===== src/rtl/cpu_opponent.sv =====
`default_nettype none
// ============================================================================
// Module      : cpu_opponent
// Description : Computer-controlled paddle player. Watches the ball's hit
//               window and produces a synthetic button level after a
//               skill-dependent pseudo-random reaction delay. It sometimes
//               deliberately skips a window.
// Revision    : 1.0 - initial release
// ============================================================================
module cpu_opponent #(
    parameter int          TICK_DIV    = 100000,
    parameter int          PRESS_TICKS = 20,
    parameter logic [15:0] LFSR_SEED   = 16'hACE1
) (
    input  logic       clk,
    input  logic       rst_n,
    input  logic       i_enable,
    input  logic       i_hittable,
    input  logic       i_start_game,
    input  logic [1:0] i_skill,
    output logic       o_press,
    output logic       o_busy,
    output logic       o_missed
);

    localparam int             TW         = (TICK_DIV > 2) ? $clog2(TICK_DIV) : 1;
    localparam int             PW         = (PRESS_TICKS > 2) ? $clog2(PRESS_TICKS) : 1;
    localparam logic [TW-1:0]  TICK_LAST  = TW'(TICK_DIV - 1);
    localparam logic [PW-1:0]  PRESS_LOAD = PW'(PRESS_TICKS - 1);

    typedef enum logic [2:0] {
        ST_IDLE     = 3'd0,
        ST_ARMED    = 3'd1,
        ST_DELAY    = 3'd2,
        ST_PRESS    = 3'd3,
        ST_COOLDOWN = 3'd4
    } state_t;

    state_t        r_state;
    state_t        w_state_nxt;
    logic [TW-1:0] r_tick_cnt;
    logic [15:0]   r_lfsr;
    logic          r_hit_q;
    logic          r_hit_d;
    logic [6:0]    r_delay_cnt;
    logic [6:0]    w_delay_nxt;
    logic [PW-1:0] r_press_cnt;
    logic [PW-1:0] w_press_cnt_nxt;
    logic          r_cool_ok;
    logic          w_cool_nxt;
    logic          w_missed_nxt;
    logic          r_press;
    logic          r_busy;
    logic          r_missed;

    logic          w_tick;
    logic          w_rise;
    logic [3:0]    w_miss_thr;
    logic [6:0]    w_base;

    assign w_tick = (r_tick_cnt == TICK_LAST);
    assign w_rise = r_hit_q & ~r_hit_d;

    // Free-running reaction-tick divider.
    always_ff @(posedge clk or negedge rst_n) begin
        if (!rst_n) begin
            r_tick_cnt <= '0;
        end else if (w_tick) begin
            r_tick_cnt <= '0;
        end else begin
            r_tick_cnt <= r_tick_cnt + 1'b1;
        end
    end

    // Fibonacci LFSR, polynomial x^16 + x^14 + x^13 + x^11 + 1; steps every clock.
    always_ff @(posedge clk or negedge rst_n) begin
        if (!rst_n) begin
            r_lfsr <= LFSR_SEED;
        end else begin
            r_lfsr <= {r_lfsr[14:0], r_lfsr[15] ^ r_lfsr[13] ^ r_lfsr[12] ^ r_lfsr[10]};
        end
    end

    // Register the hit window once, then keep one delayed copy for edge detection.
    always_ff @(posedge clk or negedge rst_n) begin
        if (!rst_n) begin
            r_hit_q <= 1'b0;
            r_hit_d <= 1'b0;
        end else begin
            r_hit_q <= i_hittable;
            r_hit_d <= r_hit_q;
        end
    end

    // Skill tables: stronger players miss less often and react faster.
    always_comb begin
        w_miss_thr = 4'd0;
        w_base     = 7'd4;
        case (i_skill)
            2'd0: begin w_miss_thr = 4'd6; w_base = 7'd40; end
            2'd1: begin w_miss_thr = 4'd3; w_base = 7'd25; end
            2'd2: begin w_miss_thr = 4'd1; w_base = 7'd12; end
            default: begin w_miss_thr = 4'd0; w_base = 7'd4; end
        endcase
    end

    // Next-state logic; enable and start_game override whatever the FSM is doing.
    always_comb begin
        w_state_nxt     = r_state;
        w_delay_nxt     = r_delay_cnt;
        w_press_cnt_nxt = r_press_cnt;
        w_cool_nxt      = r_cool_ok;
        w_missed_nxt    = 1'b0;
        if (!i_enable) begin
            w_state_nxt = ST_IDLE;
            w_delay_nxt = '0;
        end else if (i_start_game && (r_state != ST_IDLE)) begin
            w_state_nxt = ST_ARMED;
            w_delay_nxt = '0;
        end else begin
            case (r_state)
                ST_IDLE: begin
                    w_state_nxt = ST_ARMED;
                end
                ST_ARMED: begin
                    if (w_rise) begin
                        if (r_lfsr[15:12] < w_miss_thr) begin
                            w_missed_nxt = 1'b1;
                            w_cool_nxt   = 1'b0;
                            w_state_nxt  = ST_COOLDOWN;
                        end else begin
                            w_delay_nxt = w_base + {3'b000, r_lfsr[3:0]};
                            w_state_nxt = ST_DELAY;
                        end
                    end
                end
                ST_DELAY: begin
                    // Window closed before we reacted: give up on this one.
                    if (!r_hit_q) begin
                        w_missed_nxt = 1'b1;
                        w_cool_nxt   = 1'b0;
                        w_state_nxt  = ST_COOLDOWN;
                    end else if (w_tick) begin
                        if (r_delay_cnt == 7'd0) begin
                            w_press_cnt_nxt = PRESS_LOAD;
                            w_state_nxt     = ST_PRESS;
                        end else begin
                            w_delay_nxt = r_delay_cnt - 7'd1;
                        end
                    end
                end
                ST_PRESS: begin
                    if (w_tick) begin
                        if (r_press_cnt == '0) begin
                            w_cool_nxt  = 1'b0;
                            w_state_nxt = ST_COOLDOWN;
                        end else begin
                            w_press_cnt_nxt = r_press_cnt - 1'b1;
                        end
                    end
                end
                ST_COOLDOWN: begin
                    // Re-arm only after the window has been low across a whole tick.
                    if (r_hit_q) begin
                        w_cool_nxt = 1'b0;
                    end else if (w_tick) begin
                        if (r_cool_ok) begin
                            w_state_nxt = ST_ARMED;
                        end else begin
                            w_cool_nxt = 1'b1;
                        end
                    end
                end
                default: begin
                    w_state_nxt = ST_IDLE;
                end
            endcase
        end
    end

    // State, counters and registered outputs.
    always_ff @(posedge clk or negedge rst_n) begin
        if (!rst_n) begin
            r_state     <= ST_IDLE;
            r_delay_cnt <= '0;
            r_press_cnt <= '0;
            r_cool_ok   <= 1'b0;
            r_press     <= 1'b0;
            r_busy      <= 1'b0;
            r_missed    <= 1'b0;
        end else begin
            r_state     <= w_state_nxt;
            r_delay_cnt <= w_delay_nxt;
            r_press_cnt <= w_press_cnt_nxt;
            r_cool_ok   <= w_cool_nxt;
            r_press     <= (w_state_nxt == ST_PRESS);
            r_busy      <= (w_state_nxt != ST_IDLE) && (w_state_nxt != ST_ARMED);
            r_missed    <= w_missed_nxt;
        end
    end

    assign o_press  = r_press;
    assign o_busy   = r_busy;
    assign o_missed = r_missed;

endmodule
`default_nettype wire

===== config.mk =====
export PLATFORM = sky130hd
export DESIGN_NAME = cpu_opponent
export DESIGN_NICKNAME = d
export VERILOG_FILES = /design/src/rtl/cpu_opponent.sv
export SDC_FILE = /design/constraint.sdc
export NUM_CORES = 1
export LEC_CHECK = 0
export CAP_MARGIN = 20
export CORE_UTILIZATION = 35
export CTS_BUF_LIST = sky130_fd_sc_hd__clkbuf_4
export CTS_CLUSTER_SIZE = 12
export DETAILED_ROUTE_END_ITERATION = 8
export GPL_TIMING_DRIVEN = 1
export PLACE_DENSITY = 0.63
export SYNTH_ARGS = -nofsm -noshare
export SYNTH_HDL_FRONTEND = slang
export SYNTH_SLANG_ARGS = --single-unit

===== constraint.sdc =====
create_clock -name clk -period 3.3 [get_ports clk]
set_input_delay 0.66 -clock clk [delete_from_list [all_inputs] [get_ports clk]]
set_output_delay 0.66 -clock clk [all_outputs]
set_load 0.02 [all_outputs]

==> Word-level counts from Yosys, hierarchy flattened <==
Cells that the tools add are included.
{ "word_totals": {"romBits": 0, "latch_bits": 0, "out_inout_bits": 3, "ff_bits": 54, "ram_bits": 0, "memories": 0, "input_bits": 7} }
{ "op_classes": {"reduce_logical": 13, "n_bitwise": 6, "n_mul": 0, "shifts": 0, "eq_ne": 25, "n_mux": 44, "n_div": 0, "n_lt_le_gt_ge": 1, "add_sub_neg": 4} }
{ "op_table": {"columns": ["operator", "n"], "rows": [
  ["7-bit two-way mux", 7],
  ["3-bit two-way mux", 12],
  ["5-bit two-way mux", 5],
  ["4-bit != test (second input constant)", 5],
  ["2-bit != test (second input constant)", 9],
  ["6-bit one-hot mux with 3 select lines", 1],
  ["17-bit by 1-bit adder with 17-bit output (second input constant)", 1],
  ["17-bit == test (second input constant)", 1],
  ["17-bit two-way mux", 1],
  ["3-bit one-hot mux with 5 select lines", 1],
  ["7-bit one-hot mux with 2 select lines", 1],
  ["1-bit two-way mux", 12],
  ["5-bit one-hot mux with 2 select lines", 1],
  ["3-bit by 2-bit == test with 1-bit output (second input constant)", 3],
  ["3-bit one-hot mux with 3 select lines", 1],
  ["9-bit AND reduction", 1],
  ["8-bit AND reduction", 1],
  ["7-bit by 4-bit adder with 7-bit output", 1],
  ["7-bit zero test", 1],
  ["7-bit by 1-bit subtractor with 7-bit output (second input constant)", 1],
  ["6-bit AND reduction", 1],
  ["3-bit nonzero test", 2],
  ["5-bit zero test", 1],
  ["5-bit by 1-bit subtractor with 5-bit output (second input constant)", 1],
  ["other kinds (18)", 22]
]} }

==> Logic depth before layout (Yosys ltp) <==
Gate-level depths: netlist of run 1.
{ "depth": {"word_depth": 10, "mapped_depth": 9} }

==> Worst setup path after synthesis of run 1 <==
Ideal clock, no wire load.
{ "synth_timing": {"path_type": "input to register", "start": "in i_skill[0]", "end": "reg r_delay_cnt[4]", "required_ns": 3.176, "setup_slack_ns": 0.679, "path_buffers": 0, "arrival_time_ns": 2.497, "stages": 9, "path_cell_list": "inv_1 -> ha_1 -> inv_1 -> ha_1 -> a211o_1 -> a31o_2 -> a21oi_1 -> a2111oi_0 -> a211o_1"} }
{ "synth_between": {"elab_chain_len": 8} }
{ "synth_lines": {"columns": ["item", "line", "rtl"], "rows": [
  ["start, declared", "20", "input logic [1:0] i_skill,"],
  ["2-bit == test, or another cell as far along", "99", "case (i_skill)"],
  ["6-bit one-hot mux with 3 select lines", "99", null],
  ["7-bit by 4-bit adder with 7-bit output", "132", "w_delay_nxt = w_base + {3'b000, r_lfsr[3:0]};"],
  ["7-bit two-way mux", "127", "if (r_lfsr[15:12] < w_miss_thr) begin"],
  ["7-bit two-way mux", "126", "if (w_rise) begin"],
  ["7-bit one-hot mux with 2 select lines", "121", "case (r_state)"],
  ["7-bit two-way mux", "117", "end else if (i_start_game && (r_state != ST_IDLE)) begin"],
  ["7-bit two-way mux", "114", "if (!i_enable) begin"],
  ["end signal, assigned", "193", "r_delay_cnt <= w_delay_nxt;"],
  ["end, declared", "45", "logic [6:0] r_delay_cnt;"]
]} }
Several ways; a longest one is shown, not always the timed one. The select of a mux whose other input is x is not followed.
A chain may end at the register's enable or synchronous reset.

==> Worst setup path in the final report of run 1 <==
{ "layout_timing": {"start": "in i_skill[0]", "end": "reg r_cool_ok"} }
{ "layout_between": {"elab_chain_len": 5} }
{ "layout_lines": {"columns": ["item", "line", "rtl"], "rows": [
  ["2-bit == test, or another cell as far along", "99", null],
  ["3-bit one-hot mux with 3 select lines (*)", "99", null],
  ["4-bit < comparator (*)", "127", null],
  ["2-bit != test (no source line) (*)", null, null],
  ["9-bit AND reduction (no source line) (*)", null, null],
  ["end signal, assigned", "195", "r_cool_ok <= w_cool_nxt;"],
  ["end, declared", "49", "logic r_cool_ok;"]
]} }
Mark *: on every way between the ends. The rest lies on a longest branch, timed or not.

==> results.yml, run 1 <==
status:
  status: "finished clean"
synth:
  synth-warning-count: 0
  synth_cell_type_count: 53
  area_fraction_in_and_or_nand_and_nor_cells_after_synthesis_pct: 20.3
  syn-instance-count: 272
  postSynth.topFlopCell: "sky130_fd_sc_hd__dfrtp_1"
  syn_area_per_cell_um2: 10.2
  synth-seq-area-share_pct: 49.3
  synth_compound_area_share_pct: 14.0
  synthMuxAreaShare_pct: 0.725
  synth_top_family_by_area: "simple AND/OR/NAND/NOR gates"
  async_reset_ff_share_pct: 100
  yosys.area_share.xor_xnor_pct: 6.03
  synth_fa_ha_area_share_pct: 6.80
  yosys_register_bits: 54
  synth_area_um2: 2760
  number_of_enable_type_register_cells_in_the_synthesized_netlist: 0
  synth_nets: 294
floorplanning:
  placementRows: 32
  ioPinCount: 10
  die_h_um: 90.8
  dieArea_um2: 8250
  core_area_um2: 7690
  start_util_pct: 35.9
  die_width_um: 90.8
route:
  initialDrtViolationCount: 129
  via_count: 1989
  drt_wl_total_um: 5240
  via_per_inst: 5.11
  first_pass_iters: 4
  antenna_left: 0
  wl_per_cell_um: 13.5
  detail_route.drc_violations: 0
placed_design:
  dp_cells: 381
  gpl_wtd_cong: 0.800
  hpwl_um: 3750
  portBuffers: 9
global_route:
  grt_use_total_pct: 13.6
  initial_antenna_violation_count: 0
  grt_overflow_total: 0
  grt_pass1_wl_um: 9050
  pin_count_of_the_biggest_net_entering_global_routing: 41
  first_global_vias: 1958
finish:
  finish.net_count: 308
  layout.cells.most_common: "sky130_fd_sc_hd__dfrtp_1"
  layout-drive-gt1-share_pct: 9.76
  area_delta_synth_final_pct: 10.3
  top_library_cells_by_usage_in_the_layout_fill_and_taps_aside: "sky130_fd_sc_hd__dfrtp_1 (46), sky130_fd_sc_hd__nor2_1 (23), sky130_fd_sc_hd__nand2_1 (21), sky130_fd_sc_hd__o21ai_0 (16), sky130_fd_sc_hd__ha_1 (15)"
  fillcell_total: 775
  antenna_diode_instance_count: 0
  final_core_util_pct: 39.6
  final_non_filler_cells: 389
critical_path:
  crit_type: "primary input to flop"
  critPathMaxFanout: 3
  critPathRequiredTime_ns: 3.55
  start_kind: "primary input"
  regToRegSetupSlack_ns: 0.73
  timing.rr.start: "r_delay_cnt[0]"
  ff2ff_path_depth: 7
  endpoint_kind: "flop"
  crit-reg2reg-capture: "r_press_cnt[2]"
  cp_data_arrival_time_ns: 2.99
clocking:
  clock-sinks: 54
  postCtsSetupRepairBufs: 0
  htree_levels: 2
  tritoncts: "yes"
  tritoncts.num_buffers: 5
  cts_max_path_buffers: 2
  path_clk_slew_ns: 0.15
  clkLatencyLatePin_ns: 0.37
  cts.repair.resized: 0
  cts-root-buf: "sky130_fd_sc_hd__clkbuf_4"
  holdBufCountCts: 0
sta:
  final-hold-violation-count: 0
  fin_setup_tns_ns: 0
  rsz0062_at_grt: "false"
  final_max_slew_viol_count: 0
  clock_skew_ns: 0.0119
  whs_ns: 0.367
  period_needed_ns: 2.73
  worst_slew_margin_rel_pct: 41.1
  final_setup_violating_endpoints: 0
  achievable-frequency_ghz: 0.366
  final_min_period_over_clock_period_pct: 82.9
  timing_worst_slew_pin_value_ns: 0.883
power_and_ir_drop:
  power.ir.vdd_worst_uv: 179
  leakage_nw: 1.32
  power-per-cell-area_nw_per_um2: 347
worst_hold_path:
  worstHoldPathType: "flop to flop"
  timing.hold.worst_endpoint: "r_lfsr[6]"
  timing.hold.worst_path_depth: 0
  min_from: "r_lfsr[5]"
job:
  count_of_maximum_capacitance_violations: 0
==> metrics by stage <==
| stage | total power, W | cell area (µm²) | setup WS [ns] |
|---|---|---|---|
| global placement | 0.000770 | 2990 | 0.199 |
| floorplan | 0.000732 | 2760 | 0.679 |
| finish | 0.00106 | 3050 | 0.566 |
| CTS | 0.00107 | 3050 | 0.570 |
| detailed placement | 0.000770 | 2990 | 0.146 |
| global route | 0.00110 | 3050 | 0.274 |
==> power breakdown <==
part	internal, W	leakage (nW)	switching (W)	total (W)
Sequential	0.000670	0.698	0.00000949	0.000679
Combinational	0.0000312	0.591	0.0000467	0.0000779
Clock	0.0000927	0.0356	0.000207	0.000300
==> cells by family after synthesis <==
family          count (synthesis)
simple gates                  103
mux                             2
compound gates                 58
xor+xnor                       19
flops                          54
fa+ha+maj                      15
buf+inv                        21
==> area by class of cell <==
class	instances	area [µm²]	share of cell area, %
Clock inverter	2	13.8	0.452
Multi-Input combinational cell	197	1320	43.3
Tap cell	102	128	4.19
Inverter	13	48.8	1.60
Sequential cell	54	1360	44.7
Timing Repair Buffer	15	130	4.27
Clock buffer	6	45.0	1.48
==> registers in the layout, summed over array words and instances, names as in the netlist, 3 cells and up <==
signal and flops:
r_press_cnt 5, r_state 3, r_delay_cnt 7, r_lfsr 16, r_tick_cnt 17
==> routing by layer <==
metal	GRT usage [%]	part of all wire, %	up-vias
li1	-	-	1005
met4	4.89	1.9	0
met2	21.4	45	31
met5	0	0	-
met1	18.7	50	944
met3	2.61	2.8	9
==> worst max-delay path, stage by stage <==
cell and delay, ns:
sky130_fd_sc_hd__clkdlybuf4s50_1 0.50, sky130_fd_sc_hd__inv_1 0.09, sky130_fd_sc_hd__ha_1 0.24, sky130_fd_sc_hd__inv_1 0.06, sky130_fd_sc_hd__ha_1 0.24, sky130_fd_sc_hd__a211o_1 0.32
sky130_fd_sc_hd__a311oi_1 0.37, sky130_fd_sc_hd__o311ai_0 0.20, sky130_fd_sc_hd__o21ai_0 0.19, sky130_fd_sc_hd__o211ai_1 0.11
==> worst max path at each step <==
stage	startpoint	to	slack, ns	cells past startpoint
2_1_floorplan	i_skill[0]	r_delay_cnt[4]	0.68	9
5_1_grt	i_skill[0]	r_delay_cnt[4]	0.27	10
3_5_place_dp	i_skill[0]	r_cool_ok	0.15	10
4_1_cts	i_skill[0]	r_delay_cnt[4]	0.57	10
3_3_place_gp	i_skill[0]	r_delay_cnt[4]	0.20	10
6_report	i_skill[0]	r_cool_ok	0.57	10
==> synth_stat cells (3+ instances only) <==
library cell,n,area (µm²)
sky130_fd_sc_hd__nand2b_1,6,37.5
sky130_fd_sc_hd__or4_1,3,22.5
sky130_fd_sc_hd__nor4b_1,4,35.0
sky130_fd_sc_hd__dfstp_2,8,210
sky130_fd_sc_hd__dfrtp_1,46,1150
sky130_fd_sc_hd__a31oi_1,4,25.0
sky130_fd_sc_hd__a211oi_1,3,22.5
sky130_fd_sc_hd__nand3_1,10,50.1
sky130_fd_sc_hd__o21ai_0,16,80.1
sky130_fd_sc_hd__a22o_1,3,26.3
sky130_fd_sc_hd__inv_1,13,48.8
sky130_fd_sc_hd__xor2_1,8,70.1
sky130_fd_sc_hd__nor2_1,23,86.3
sky130_fd_sc_hd__and3_1,6,37.5
sky130_fd_sc_hd__nor3_1,7,35.0
sky130_fd_sc_hd__nand2_1,21,78.8
sky130_fd_sc_hd__clkbuf_1,7,26.3
sky130_fd_sc_hd__xnor2_1,11,96.3
sky130_fd_sc_hd__nand4_1,4,25.0
sky130_fd_sc_hd__ha_1,15,188
sky130_fd_sc_hd__a21oi_1,10,50.1
sky130_fd_sc_hd__nor2b_1,3,18.8
(Power assumes the default switching activity.)
==> inputs of run 2 (changes only) <==
==> constraint.sdc (replaced) <==
create_clock -name clk -period 2.6 [get_ports clk]
set_input_delay 0.52 -clock clk [delete_from_list [all_inputs] [get_ports clk]]
set_output_delay 0.52 -clock clk [all_outputs]
set_load 0.02 [all_outputs]
==> run 2 against run 1 <==
Sequential cell count unchanged. Critical path depth up 1. Register-to-register slack worse by 0.60 ns. Cell count up 5.4%. Sequential share of layout area down 2.4 points. Power up 28%. Worst hold slack worse by 0.22 ns. Critical path type unchanged. Largest cell class unchanged. Highest routed layer unchanged.
==> results.yml, run 2 (synthesis results as in run 1) <==
critical_path:
  cp_data_arrival_time_ns: 2.78
  cp-startpoint: "i_skill[1]"
  max_stage_delay_ns: 0.44
  crit_type: "primary input to flop"
  setup.worst_path.end: "r_delay_cnt[0]"
  endpoint_kind: "flop"
  crit-reg2reg-capture: "r_press_cnt[2]"
  ff2ff_path_depth: 7
  critPathMaxFanout: 4
  critPathRequiredTime_ns: 2.87
  worst_path_most_repeated_cell: "sky130_fd_sc_hd__inv_1"
  worst-path-buf-inv: 4
  timing.rr.start: "r_delay_cnt[1]"
  critPathTopFamily: "compound AO/OA/AOI/OAI gates"
  crit_chain: "clkdlybuf4s50_1 -> inv_1 -> ha_2 -> inv_1 -> ha_1 -> a211o_1 -> a31o_2 -> a21oi_4 -> a211oi_1 -> buf_4 -> a22o_1"
  worst-path-stages: 11
  critical-path-slowest-cell: "sky130_fd_sc_hd__clkdlybuf4s50_1"
  regToRegSetupSlack_ns: 0.13
  start_kind: "primary input"
finish:
  area_delta_synth_final_pct: 16.7
  layout-drive-gt1-share_pct: 16.9
  largest_register_ffs: 17
  final_non_filler_cells: 410
  antenna_diode_instance_count: 0
  layout.cells.most_common: "sky130_fd_sc_hd__dfrtp_1"
  final-seq-area_um2: 1360
  top_library_cells_by_usage_in_the_layout_fill_and_taps_aside: "sky130_fd_sc_hd__dfrtp_1 (46), sky130_fd_sc_hd__buf_4 (27), sky130_fd_sc_hd__nor2_1 (23), sky130_fd_sc_hd__nand2_1 (21), sky130_fd_sc_hd__o21ai_0 (15)"
  area_of_the_multi_input_gates_um2: 1340
  fillcell_total: 766
  regMostFlops: "r_tick_cnt"
  finish.net_count: 329
  largestRegisters: "r_tick_cnt: 17 flops, r_lfsr: 16 flops, r_delay_cnt: 7 flops"
  stdcell_area_um2: 3220
global_route:
  pin_count_of_the_biggest_net_entering_global_routing: 29
  grt_use_total_pct: 14.3
  first_global_vias: 2068
  grt_overflow_total: 0
  grt_pass1_wl_um: 9640
  initial_antenna_violation_count: 0
sta:
  clock_skew_ns: 0.0131
  fin_setup_tns_ns: 0
  final_min_period_over_clock_period_pct: 96.5
  final_setup_violating_endpoints: 0
  rsz0062_at_grt: "true"
  timing_worst_slew_pin_value_ns: 0.631
  worst_slew_margin_rel_pct: 58.0
  whs_ns: 0.145
  final-hold-violation-count: 0
  final_max_slew_viol_count: 0
  period_needed_ns: 2.51
  achievable-frequency_ghz: 0.399
floorplanning:
  placementRows: 32
  ioPinCount: 10
  dieArea_um2: 8250
  die_width_um: 90.8
  core_area_um2: 7690
  start_util_pct: 35.9
  die_h_um: 90.8
clocking:
  path_clk_slew_ns: 0.15
  htree_levels: 2
  tritoncts.num_buffers: 5
  cts_max_path_buffers: 2
  postCtsSetupRepairBufs: 0
  holdBufCountCts: 0
  clkLatencyLatePin_ns: 0.38
  clock-sinks: 54
  cts-root-buf: "sky130_fd_sc_hd__clkbuf_4"
  tritoncts: "yes"
placed_design:
  hpwl_um: 4020
  portBuffers: 9
  dpl_cell_area_um2: 3150
  dp_cells: 402
  gpl_wtd_cong: 0.809
route:
  drt_wl_total_um: 5460
  first_pass_iters: 4
  antenna_left: 0
  via_per_inst: 5.17
  detail_route.drc_violations: 0
  via_count: 2121
  wl_per_cell_um: 13.3
  initialDrtViolationCount: 123
status:
  status: "finished clean"
power_and_ir_drop:
  power-per-cell-area_nw_per_um2: 419
  leakage_nw: 1.43
  power.ir.vdd_worst_uv: 211
worst_hold_path:
  worstHoldPathType: "primary input to asynchronous set/reset pin"
job:
  count_of_maximum_capacitance_violations: 0
-- run 2: cell count changes in the layout (fill, tap and decap cells not counted), moves of 2 or more --
cell / before / now
sky130_fd_sc_hd__a2111oi_0: 2 / 0
sky130_fd_sc_hd__a2111oi_1: 0 / 2
sky130_fd_sc_hd__a21oi_1: 10 / 8
sky130_fd_sc_hd__buf_4: 6 / 27
sky130_fd_sc_hd__clkinv_1: 0 / 2
-- run 2: layout make-up --
type,instances,area share (%)
multi-input cells,197,41.7
clock buffers,5,1.16
flip-flops and latches,54,42.2
inverters,13,1.51
well taps,102,3.96
repair buffers,36,8.93
clock inverters,3,0.505
-- run 2: how the worst min path moves through the flow --
stage,from,end,slack (ns),cells past startpoint
2_1_floorplan,rst_n,o_busy,0.22,0
3_3_place_gp,r_lfsr[8],r_lfsr[9],0.34,0
3_5_place_dp,r_lfsr[9],r_lfsr[10],0.34,0
4_1_cts,rst_n,r_lfsr[3],0.15,1
5_1_grt,rst_n,r_delay_cnt[4],0.17,1
6_report,rst_n,r_delay_cnt[1],0.15,1
-- run 2: where the power goes --
part           internal (W)  total [W]  leakage, nW  switching (W)
combinational     0.0000545   0.000120        0.697      0.0000653
clock              0.000102   0.000369       0.0303       0.000267
sequential         0.000850   0.000863        0.698      0.0000126
-- run 2: timing repair --
action,CTS,global route
setup endpoints to repair,4,11
resized for setup,1,8
hold endpoints to repair,0,0
pin swaps,0,2
-- run 2: stage by stage --
step / setup WS (ns) / utilization [%] / total power (W)
6_report: 0.0917 / 41.9 / 0.00135
5_1_grt: -0.0334 / 41.9 / 0.00142
4_1_cts: 0.0242 / 41.7 / 0.00137
3_5_place_dp: -0.451 / 40.9 / 0.000997
3_3_place_gp: -0.371 / 40.9 / 0.000994
2_1_floorplan: 0.119 / - / 0.000929
-- run 2: per-layer routing --
metal	global-route usage, %	vias to the layer above	part of all wire [%]
met2	22.7	41	46
met5	0	-	0
met3	3.20	6	3.6
met4	4.10	0	1.1
li1	-	1054	-
met1	19.6	1020	49
==> inputs of run 3 (changes only) <==
--- a/config.mk
+++ b/config.mk
@@ -12,6 +12,7 @@
 export DETAILED_ROUTE_END_ITERATION = 8
 export GPL_TIMING_DRIVEN = 1
 export PLACE_DENSITY = 0.63
+export RECOVER_POWER = 25
 export SYNTH_ARGS = -nofsm -noshare
 export SYNTH_HDL_FRONTEND = slang
 export SYNTH_SLANG_ARGS = --single-unit
==> run 3 against run 2 <==
The run now ends with max-capacitance violations, max-slew violations left. Cell count stayed put. Routed wire length is 0.24% lower. Power about the same. Die area did not move. Clock-buffer cell count unchanged. Utilization barely moved. Final area about the same. Critical endpoint unchanged. Largest cell class unchanged. Largest power group unchanged.
==> results.yml, run 3 (synthesis results as in run 1) <==
status:
  status: "finished, violations left"
  violations: "max-capacitance violations, max-slew violations"
global_route:
  grt_pass1_wl_um: 9640
  grt_use_total_pct: 14.3
  first_global_vias: 2068
  initial_antenna_violation_count: 0
  pin_count_of_the_biggest_net_entering_global_routing: 29
  grt_overflow_total: 0
floorplanning:
  die_h_um: 90.8
  core_area_um2: 7690
  die_width_um: 90.8
  start_util_pct: 35.9
  dieArea_um2: 8250
  ioPinCount: 10
  placementRows: 32
sta:
  clock_skew_ns: 0.0131
  final_min_period_over_clock_period_pct: 96.5
  achievable-frequency_ghz: 0.399
  final-hold-violation-count: 0
  period_needed_ns: 2.51
  worst_slew_margin_rel_pct: -1.06
  rsz0062_at_grt: "true"
  final_max_slew_viol_count: 29
  timing_worst_slew_pin_value_ns: 1.52
  final_setup_violating_endpoints: 0
clocking:
  holdBufCountCts: 0
  path_clk_slew_ns: 0.15
  tritoncts.num_buffers: 5
  cts-root-buf: "sky130_fd_sc_hd__clkbuf_4"
  htree_levels: 2
  clkLatencyLatePin_ns: 0.38
  cts_max_path_buffers: 2
  postCtsSetupRepairBufs: 0
  clock-sinks: 54
  tritoncts: "yes"
critical_path:
  endpoint_kind: "flop"
  worst_path_most_repeated_cell: "sky130_fd_sc_hd__inv_1"
  critPathTopFamily: "compound AO/OA/AOI/OAI gates"
  crit_type: "primary input to flop"
  critical-path-slowest-cell: "sky130_fd_sc_hd__clkdlybuf4s50_1"
  critPathRequiredTime_ns: 2.87
  cp_data_arrival_time_ns: 2.78
  worst-path-buf-inv: 4
  start_kind: "primary input"
  crit_chain: "clkdlybuf4s50_1 -> inv_1 -> ha_2 -> inv_1 -> ha_1 -> a211o_1 -> a31o_2 -> a21oi_4 -> a211oi_1 -> buf_4 -> a22o_1"
  critPathMaxFanout: 4
  max_stage_delay_ns: 0.44
worst_hold_path:
  worstHoldPathType: "flop to flop"
finish:
  largest_register_ffs: 17
  top_library_cells_by_usage_in_the_layout_fill_and_taps_aside: "sky130_fd_sc_hd__dfrtp_1 (46), sky130_fd_sc_hd__buf_4 (27), sky130_fd_sc_hd__nor2_1 (23), sky130_fd_sc_hd__nand2_1 (21), sky130_fd_sc_hd__o21ai_0 (15)"
  regMostFlops: "r_tick_cnt"
  antenna_diode_instance_count: 0
  largestRegisters: "r_tick_cnt: 17 flops, r_lfsr: 16 flops, r_delay_cnt: 7 flops"
  layout-drive-gt1-share_pct: 16.6
  layout.cells.most_common: "sky130_fd_sc_hd__dfrtp_1"
  finish.net_count: 329
  area_delta_synth_final_pct: 16.7
  final_core_util_pct: 41.9
route:
  via_per_inst: 5.17
  wl_per_cell_um: 13.3
  antenna_left: 0
  drt_wl_total_um: 5450
  initialDrtViolationCount: 123
  detail_route.drc_violations: 0
  first_pass_iters: 4
  via_count: 2119
placed_design:
  hpwl_um: 4020
  portBuffers: 9
  gpl_wtd_cong: 0.809
power_and_ir_drop:
  power.ir.vdd_worst_uv: 211
  total_power_w: 0.00135
  leakage_nw: 1.42
  power-per-cell-area_nw_per_um2: 419
job:
  count_of_maximum_capacitance_violations: 1
==> run 3: cell types whose count changed in the layout (fill, tap and decap cells not counted) <==
cell	delta
sky130_fd_sc_hd__buf_2	-1
sky130_fd_sc_hd__clkbuf_1	+1
==> run 3: worst register-to-register path, delay by kind of cell (launching register included) <==
| family | cells | cell delay [ns] |
|---|---|---|
| AOI/OAI and AO/OA | 2 | 0.49 |
| DFF | 1 | 0.42 |
| and+or+nand+nor | 3 | 1.26 |
| adders and majority gates | 1 | 0.17 |
| buffers and inverters | 1 | 0.07 |
==> run 3: worst paths after layout <==
path                                   to  depth (start not counted)      startpoint  slack [ns]
min in group asynchronous  r_delay_cnt[1]                          1           rst_n        0.49
hold reg to reg                 r_lfsr[6]                          0       r_lfsr[5]        0.37
setup reg to reg           r_press_cnt[2]                          7  r_delay_cnt[1]        0.14
hold / removal                  r_lfsr[6]                          0       r_lfsr[5]        0.37
setup / recovery           r_delay_cnt[0]                         11      i_skill[1]        0.09
max in group asynchronous      r_lfsr[15]                          2           rst_n        1.12
==> run 3: final cells by class <==
| cell class | count | area (µm²) |
|---|---|---|
| Sequential cell | 54 | 1360 |
| Tap cell | 102 | 128 |
| Multi-Input combinational cell | 197 | 1340 |
| Inverter | 13 | 48.8 |
| Timing Repair Buffer | 36 | 287 |
| Clock buffer | 5 | 37.5 |
| Fill cell | 765 | 4470 |
| Clock inverter | 3 | 16.3 |
==> run 3: repair_timing <==
| item | CTS | global route |
|---|---|---|
| hold endpoints to repair | 0 | 0 |
| cloned | 0 | 0 |
| pin swaps | 0 | 2 |
| endpoints found under the setup margin | 4 | 11 |
| gates resized for setup | 1 | 8 |
==> run 3: metrics by stage <==
step	setup WS (ns)	hold slack, ns	cell area [µm²]	TNS, ns	std cells
2_1_floorplan	0.119	0.224	2760	0	272
3_3_place_gp	-0.371	0.338	3150	-3.49	402
3_5_place_dp	-0.451	0.339	3150	-4.52	402
4_1_cts	0.0242	0.154	3200	0	410
5_1_grt	-0.0334	0.374	3220	-0.0485	410
6_report	0.0917	0.366	3220	0	410
==> run 3: routing by layer <==
| layer | vias to the layer above | track usage [%] | share of wire, % |
|---|---|---|---|
| li1 | 1054 | - | - |
| met1 | 1016 | 19.6 | 49 |
| met2 | 41 | 22.7 | 46 |
| met3 | 8 | 3.20 | 3.8 |
| met4 | 0 | 4.10 | 1.2 |
| met5 | - | 0 | 0 |
==> run 3: power by group <==
group          total [W]  switching [W]  internal [W]
Sequential      0.000863      0.0000126      0.000850
Clock           0.000369       0.000267      0.000102
Combinational   0.000120      0.0000653     0.0000543
Total            0.00135       0.000345       0.00101
